<file path="src/rtl/wave_capture.sv">
// Triggered waveform recorder. It waits for a rising crossing of trig_level
// on the incoming sample stream, or for a forced trigger. It then stores
// DEPTH consecutive valid samples in a simple dual-port RAM, starting at
// address 0. The stored samples are read back through a registered read port.
module wave_capture #(
    parameter int DATA_W = 8,
    parameter int ADDR_W = 8
) (
    input  logic              clk,
    input  logic              rst,
    input  logic              arm,
    input  logic              force_trig,
    input  logic [DATA_W-1:0] trig_level,
    input  logic [DATA_W-1:0] din,
    input  logic              din_valid,
    input  logic [ADDR_W-1:0] rd_addr,
    output logic [DATA_W-1:0] rd_data,
    output logic              busy,
    output logic              done
);

    localparam int DEPTH = 2 ** ADDR_W;

    typedef enum logic [1:0] {
        ST_IDLE    = 2'd0,
        ST_ARMED   = 2'd1,
        ST_CAPTURE = 2'd2,
        ST_DONE    = 2'd3
    } state_t;

    state_t              state_q, state_d;
    logic [ADDR_W-1:0]   wr_addr_q, wr_addr_d;
    logic [DATA_W-1:0]   prev_q, prev_d;
    logic                prev_valid_q, prev_valid_d;
    logic                busy_q, busy_d;
    logic                done_q, done_d;
    logic [DATA_W-1:0]   rd_data_q;

    logic                mem_we_s;
    logic [ADDR_W-1:0]   mem_waddr_s;
    logic                cross_s;

    // Storage only: no reset, one write port and one read port on the same clock.
    logic [DATA_W-1:0]   mem_r [0:DEPTH-1];

    // A rising level crossing occurs when the previous sample was below the
    // threshold and the current sample is at or above it.
    assign cross_s = (prev_q < trig_level) && (din >= trig_level);

    // Next-state, write-enable and trigger-history computation.
    always_comb begin
        state_d      = state_q;
        wr_addr_d    = wr_addr_q;
        prev_d       = prev_q;
        prev_valid_d = prev_valid_q;
        mem_we_s     = 1'b0;
        mem_waddr_s  = wr_addr_q;
        case (state_q)
            ST_IDLE, ST_DONE: begin
                if (arm) begin
                    state_d      = ST_ARMED;
                    prev_valid_d = 1'b0;
                end else begin
                    state_d = state_q;
                end
            end
            ST_ARMED: begin
                if (din_valid) begin
                    prev_d       = din;
                    prev_valid_d = 1'b1;
                    // The first valid sample after arm only seeds the history.
                    if (prev_valid_q && (cross_s || force_trig)) begin
                        mem_we_s    = 1'b1;
                        mem_waddr_s = {ADDR_W{1'b0}};
                        wr_addr_d   = {{(ADDR_W-1){1'b0}}, 1'b1};
                        state_d     = ST_CAPTURE;
                    end else begin
                        state_d = ST_ARMED;
                    end
                end else begin
                    state_d = ST_ARMED;
                end
            end
            ST_CAPTURE: begin
                if (din_valid) begin
                    mem_we_s    = 1'b1;
                    mem_waddr_s = wr_addr_q;
                    wr_addr_d   = wr_addr_q + {{(ADDR_W-1){1'b0}}, 1'b1};
                    if (wr_addr_q == {ADDR_W{1'b1}}) begin
                        state_d = ST_DONE;
                    end else begin
                        state_d = ST_CAPTURE;
                    end
                end else begin
                    state_d = ST_CAPTURE;
                end
            end
            default: begin
                state_d = ST_IDLE;
            end
        endcase
        // A write is suppressed in a reset cycle so that reset leaves RAM alone.
        if (rst) begin
            mem_we_s = 1'b0;
        end else begin
            mem_we_s = mem_we_s;
        end
        // Outputs are registered from the next state, so they decode the current state.
        busy_d = (state_d == ST_ARMED) || (state_d == ST_CAPTURE);
        done_d = (state_d == ST_DONE);
    end

    // Control state registers with synchronous reset.
    always_ff @(posedge clk) begin
        if (rst) begin
            state_q      <= ST_IDLE;
            wr_addr_q    <= {ADDR_W{1'b0}};
            prev_q       <= {DATA_W{1'b0}};
            prev_valid_q <= 1'b0;
            busy_q       <= 1'b0;
            done_q       <= 1'b0;
        end else begin
            state_q      <= state_d;
            wr_addr_q    <= wr_addr_d;
            prev_q       <= prev_d;
            prev_valid_q <= prev_valid_d;
            busy_q       <= busy_d;
            done_q       <= done_d;
        end
    end

    // RAM write port. Its contents survive reset.
    always_ff @(posedge clk) begin
        if (mem_we_s) begin
            mem_r[mem_waddr_s] <= din;
        end
    end

    // Registered read port. A read of the address being written returns the old data.
    always_ff @(posedge clk) begin
        if (rst) begin
            rd_data_q <= {DATA_W{1'b0}};
        end else begin
            rd_data_q <= mem_r[rd_addr];
        end
    end

    assign rd_data = rd_data_q;
    assign busy    = busy_q;
    assign done    = done_q;

endmodule

</file>
<file path="config.mk">
export PLATFORM = sky130hd
export DESIGN_NAME = wave_capture
export DESIGN_NICKNAME = d
export VERILOG_FILES = /design/src/rtl/wave_capture.sv
export SDC_FILE = /design/constraint.sdc
export NUM_CORES = 2
export LEC_CHECK = 0
export ABC_CLOCK_PERIOD_IN_PS = 3090
export BUFFER_PORTS_ARGS = -buffer_cell sky130_fd_sc_hd__buf_2
export CAP_MARGIN = 25
export CORE_MARGIN = 5
export CORE_UTILIZATION = 35
export CTS_BUF_LIST = sky130_fd_sc_hd__clkbuf_8
export DETAILED_ROUTE_END_ITERATION = 8
export PLACE_DENSITY_LB_ADDON = 0.3
export SETUP_SLACK_MARGIN = 0.15
export SYNTH_ARGS = -nofsm -noshare
export SYNTH_HDL_FRONTEND = slang
export SYNTH_SLANG_ARGS = --single-unit
</file>
<file path="constraint.sdc">
create_clock -name clk -period 3.09 [get_ports clk]
set_input_delay 0.1545 -clock clk [delete_from_list [all_inputs] [get_ports clk]]
set_output_delay 0.1545 -clock clk [all_outputs]
set_load 0.005 [all_outputs]
</file>
== Word-level counts from Yosys, hierarchy flattened ==
Memory sizes are Yosys's and may differ from the RTL's. A register that Yosys moved wholly into a read port is not among the register bits.
Index checks and enable logic that the tools add are counted.
Widths: inputs -> output; s select.
Storage, ports and cells
  register bits: 21
  bits in writable memories: 2048
  bits of input ports: 29
  output and inout bits: 10
  word-level logic and storage cells: 55
  memories: 1
Cells by class
  add/sub/neg operators: 1
  $lt $le $gt $ge: 2
  equal/unequal tests: 11
  muxes and demuxes: 23
  reductions and logical operators: 11
Memory list
  mem_r: words 256, width 8, rd ports 1, clocked after memory_dff 1, write ports 1, line 44  | logic [DATA_W-1:0] mem_r [0:DEPTH-1];
Operators with widths (number)
  $mux 8: 6
  $pmux 8 s2: 1
  $mux 1: 9
  $add 8x1->8 const B: 1
  $eq 2x2->1 const B: 4
  $eq 8x8->1 const B: 1
  $ge 8x8->1: 1
  $lt 8x8->1: 1
  $mux 2: 4
  $ne 2x2->1 const B: 4
  $pmux 2 s3: 1
  $eq 2x1->1 const B: 2
  $pmux 1 s2: 2
  $reduce_and 4->1: 1
  $reduce_bool 2->1: 2
  $reduce_and 3->1: 1
  $logic_and 1x1->1: 2
  $logic_not 2->1: 1
  $logic_or 1x1->1: 2
  $reduce_and 2->1: 1
  $reduce_or 2->1: 1

== Longest topological paths before layout ==
  depth after elaboration: 10
  gate-level depth with buffers: 12
  gate-level depth less buffers: 10

== Least setup slack after synthesis ==
No wires, ideal clock.
  path type: reg2reg
  from: reg state_q[1]
  to: mem mem_r[162][0] (enable)
  setup time: 0.395 ns
  arrival: 2.893 ns
  required time: 2.695 ns
  setup slack: -0.197 ns
  stages on the path, launching flop included: 10
  buffers on the path: 2
  clock period less this slack: 3.287 ns
  cells stage by stage: dfxtp_1 > inv_1 > ha_1 > and2_1 > clkbuf_1 > and3_1 > a21oi_1 > clkbuf_1 > nand4_1 > nor4_1
On the way
  cells in the longest elaborated chain, start to end: 5
  elaborated cells on any way between the ends: 7
  classes of those cells: eq/ne: 2; mux: 5
RTL lines
  start: declaration: line 31  | state_t state_q, state_d;
  start signal: assignment: line 123  | state_q <= state_d;
  $eq 2x2->1 or $eq 2x1->1 (tied branches): line 58  | case (state_q)
  $pmux 1 s2: line 58
  $mux 1: line 103  | if (rst) begin
  $mux 1: line 134  | if (mem_we_s) begin
  $mux 1 (not written as such): line 135  | mem_r[mem_waddr_s] <= din;
  end: declaration: line 44
Parallel ways exist; a longest one is shown, timed or not.

== Worst setup path in the final report ==
  from: reg prev_q[3]
  to: mem mem_r[186][5] (enable)
On the way
  cells in the longest elaborated chain, start to end: 10
  elaborated cells on any way between the ends: 13
  classes of those cells: order compare: 1; mux: 9; reduce/logical: 3
RTL lines
  start: declaration: line 33  | logic [DATA_W-1:0] prev_q, prev_d;
  start signal: assignment: line 118  | prev_q <= {DATA_W{1'b0}};
  start signal: assignment: line 125  | prev_q <= prev_d;
  $lt 8x8->1 (*): line 48  | assign cross_s = (prev_q < trig_level) && (din >= trig_level);
  $logic_and 1x1->1 (*): line 48
  $logic_or 1x1->1 (*): line 72  | if (prev_valid_q && (cross_s || force_trig)) begin
  $logic_and 1x1->1 (*): line 72
  $mux 1: line 72
  $mux 1: line 68  | if (din_valid) begin
  $pmux 1 s2: line 58
  $mux 1: line 103
  $mux 1: line 134
  $mux 1 (not written as such): line 135
Every way passes the cells marked *; elsewhere a longest branch is shown, timed or not.

==> flow_summary.toml <==
[outcome]
outcome = "finished, final reports clean"

[synth]
ys_types = 49
synth-seq-cells = 2077
synth.cells.most_frequent = "2048 x edfxtp_1, 504 x mux4_2, 300 x nor2_1, 159 x o22ai_1, 120 x clkbuf_1"
asyncSetResetFlopFracSynth_pct = 0
synth-edff-count = 2048
yosysTopAreaCellShare_pct = 76.9
synth_area_um2 = 79900
post-synth-top-count-cell = "edfxtp_1"
synthesis.yosys.warnings = 0
synth.area.top_cells = "edfxtp_1 77%, mux4_2 14%, nor2_1 1.4%, o22ai_1 1.2%, dfxtp_1 0.73%"
netlist.top_cell.by_area = "edfxtp_1"
ys.flop_type = "edfxtp_1"
synthesis.nets = 3811
postSynthCellCount = 3763
synth_seq_area_share_pct = 77.7
avgSynthCellArea_um2 = 21.2

[floorplanning]
core_um2 = 227000
die_h_um = 488
die_x_um = 488
dieArea_um2 = 238000
ioPinCount = 39
standard_cell_row_count = 175
start_util_pct = 35.2

[clock_network]
clock_latency_ns = 1.08
cts.path.max_buffers = 4
clkSinkCount = 2077
clkTransAtPathRegs_ns = 0.06
cts_tree = "done"
ctsRootBufferMaster = "clkbuf_8"
cts_made_buffers = 357
ctsHtreeMaxLevel = 5

[sta]
final-max-slew-violation-count = 0
period_share_pct = 95.7
slew_headroom_pct = 24.7
worst_pin_slew_ns = 1.13
highest_clock_rate_ghz = 0.338
finalHoldViolCount = 0
fin_ws_ns = 0.134
clock_skew_ns = 0.0893
final.min_clock_period_ns = 2.96
setup_viol = 0
hold-worst-slack_ns = 0.120
grt_setup_unrepaired = "true"

[power]
leakage_nw = 30.7
powerDensity_nw_per_um2 = 590
vdd_ir_drop_max_mv = 0.414

[placed_design]
replace_congestion = 0.860
cells_after_dpl = 7220
port_buffers = 38
placement.cell_area_um2 = 88600
pre_cts_slack_ns = -0.708
detailedPlacementHpwl_um = 147000

[finish]
finish.cell_count_without_fillers = 7866
num-fill-cells = 20011
drive_gt1_share_pct = 34.6
seqCellArea_um2 = 62100
final_area_um2 = 95100
area_delta_synth_final_pct = 19.0
nets = 4640
multi_input_comb_area_um2 = 16800

[worst_setup_path]
end_kind = "flop"
startpoint_type = "flop"
type_of_the_worst_setup_path = "reg -> reg"
worst-path-stages = 12
critPathArrivalTime_ns = 3.67
critical_path.most_common_cell = "buf_4"
reg_to_reg_critical_path_endpoint = "mem_r[186][5]"
crit_family = "buffers and inverters"
reg2regPathDepth = 12
cpMaxStageDelayCell = "dfxtp_1"
cp_cell_sequence = "ha_1, o211ai_1, o21ai_1, a21oi_1, buf_4, a21oi_4, buf_12, nand4_1, buf_12, buf_4, nor2_1, buf_4"
cp_slowest_stage_delay_ns = 0.31
critPathRequiredTime_ns = 3.80
endpoint = "mem_r[186][5]"
crit_path_max_fanout = 21
worst-r2r-setup-slack_ns = 0.13
crit_buf_inv = 5
timing.rr.start = "prev_q[3]"
worst_setup_path_startpoint = "prev_q[3]"

[route]
route.vias.total = 42030
first_iter_violations = 4650
antenna_violating_nets_post_route = 0
wire_per_inst_um = 28.7
drc = 0
post_drt_via_cell_ratio = 5.34
drt_first_pass_iters = 5
wl_um = 226000

[global_route]
global_route_wire_length_before_repair_um = 321000
grt_remaining_overflow = 0
gr-usage-all-layers_pct = 18.8
pin_count_of_the_biggest_net_entering_global_routing = 199
antenna_found_initial = 24
grt_pass1_vias = 43113

[run]
drv.max_cap_violation_count = 0

[hold_path]
timing.hold.worst.class = "in -> reg"
hold_depth = 7
layout make-up:
| class | count | share of cell area, % |
|---|---|---|
| inverters | 19 | 0.0750 |
| multi-input cells | 1440 | 17.7 |
| clock buffers | 363 | 5.25 |
| repair buffers | 697 | 6.52 |
| flip-flops and latches | 2077 | 65.2 |
| well taps | 3009 | 3.96 |
| diodes | 10 | 0.0263 |
| clock inverters | 251 | 1.22 |
report_power, final:
part	internal (W)	switching [W]
Combinational	0.00119	0.00186
Clock	0.0113	0.0108
Sequential	0.0310	0.0000524
Total	0.0435	0.0127
routing by layer:
layer | wire, µm | part of all wire, % | track usage, % | vias up
met5 | 65 | 0.029 | 0 | -
met1 | 93700 | 42 | 25.9 | 22392
li1 | - | - | - | 17532
met3 | 19300 | 8.6 | 5.05 | 334
met4 | 6080 | 2.7 | 5.34 | 10
met2 | 106000 | 47 | 29.5 | 1762
kinds of logic (layout without fill, tap and decap cells):
family / after synthesis / after routing / share of synthesized area, %
flops: 2077 / 2077 / 77.7
compound gates: 345 / 345 / 2.78
mux: 533 / 533 / 14.6
simple gates: 543 / 543 / 3.08
fa+ha+maj: 19 / 19 / 0.297
buf+inv: 246 / 1330 / 1.60
other cells: 0 / 10 / 0
worst min-delay path: cells and delay by family:
kind | cells | cell delay (ns)
buffers and inverters | 2 | 0.30
AND/OR/NAND/NOR | 4 | 0.45
AO/OA/AOI/OAI | 1 | 0.19
per-stage QoR:
| step | total power, W | TNS (ns) | utilization (%) |
|---|---|---|---|
| 6_report | 0.0562 | 0 | 41.9 |
| 5_1_grt | 0.0582 | 0 | 41.9 |
| 4_1_cts | 0.0567 | 0 | 41.8 |
| 3_5_place_dp | 0.0347 | -179.78 | 39.0 |
| 3_3_place_gp | 0.0346 | -555.92 | 38.9 |
| 2_1_floorplan | 0.0331 | 0 | - |
state kept, by name, summed over array words and instances (netlist names):
name	count
done	1
prev_valid_q	1
rd_data	8
prev_q	8
busy	1
state_q	2
wr_addr_q	8
mem_r	2048
what timing repair did:
item | in CTS | in global routing
hold buffers | 21 | 0
gates resized for setup | 30 | 23
setup endpoints to repair | 367 | 277
hold endpoints to repair | 746 | 0
pin swaps | 3 | 3
buffers inserted | 1 | 0
how the worst min path moves through the flow:
stage / start / end / slack, ns
floorplan: din[0] / mem_r[0][0] / 0.25
global placement: prev_q[0] / prev_q[0] / 0.45
detailed placement: prev_q[1] / prev_q[1] / 0.46
CTS: rd_addr[5] / rd_data[2] / 0.05
global route: rd_addr[5] / rd_data[2] / 0.09
finish: rd_addr[5] / rd_data[2] / 0.12
layout by cell type (no fill, tap or decap), types with 7 or more instances in the layout:
cell,instances
edfxtp_1,2048
buf_4,551
mux4_2,504
clkbuf_8,363
nor2_1,259
o22ai_1,159
inv_1,128
clkinv_1,88
nand2_1,76
buf_12,70
a21oi_1,41
a22oi_1,40
clkinv_2,40
o21ai_0,37
buf_2,33
nand3_1,32
nor2_2,31
dfxtp_1,29
nor3_1,26
nor4_1,24
or4_1,22
dlygate4sd3_1,21
ha_1,19
nand4_1,16
mux2_2,16
o211ai_1,15
mux2i_1,13
buf_8,12
diode_2,10
a31oi_1,10
nor2_4,10
buf_6,10
a221oi_1,9
a2111oi_0,8
a22o_1,7
No activity file was read; power rests on OpenSTA's default activity.
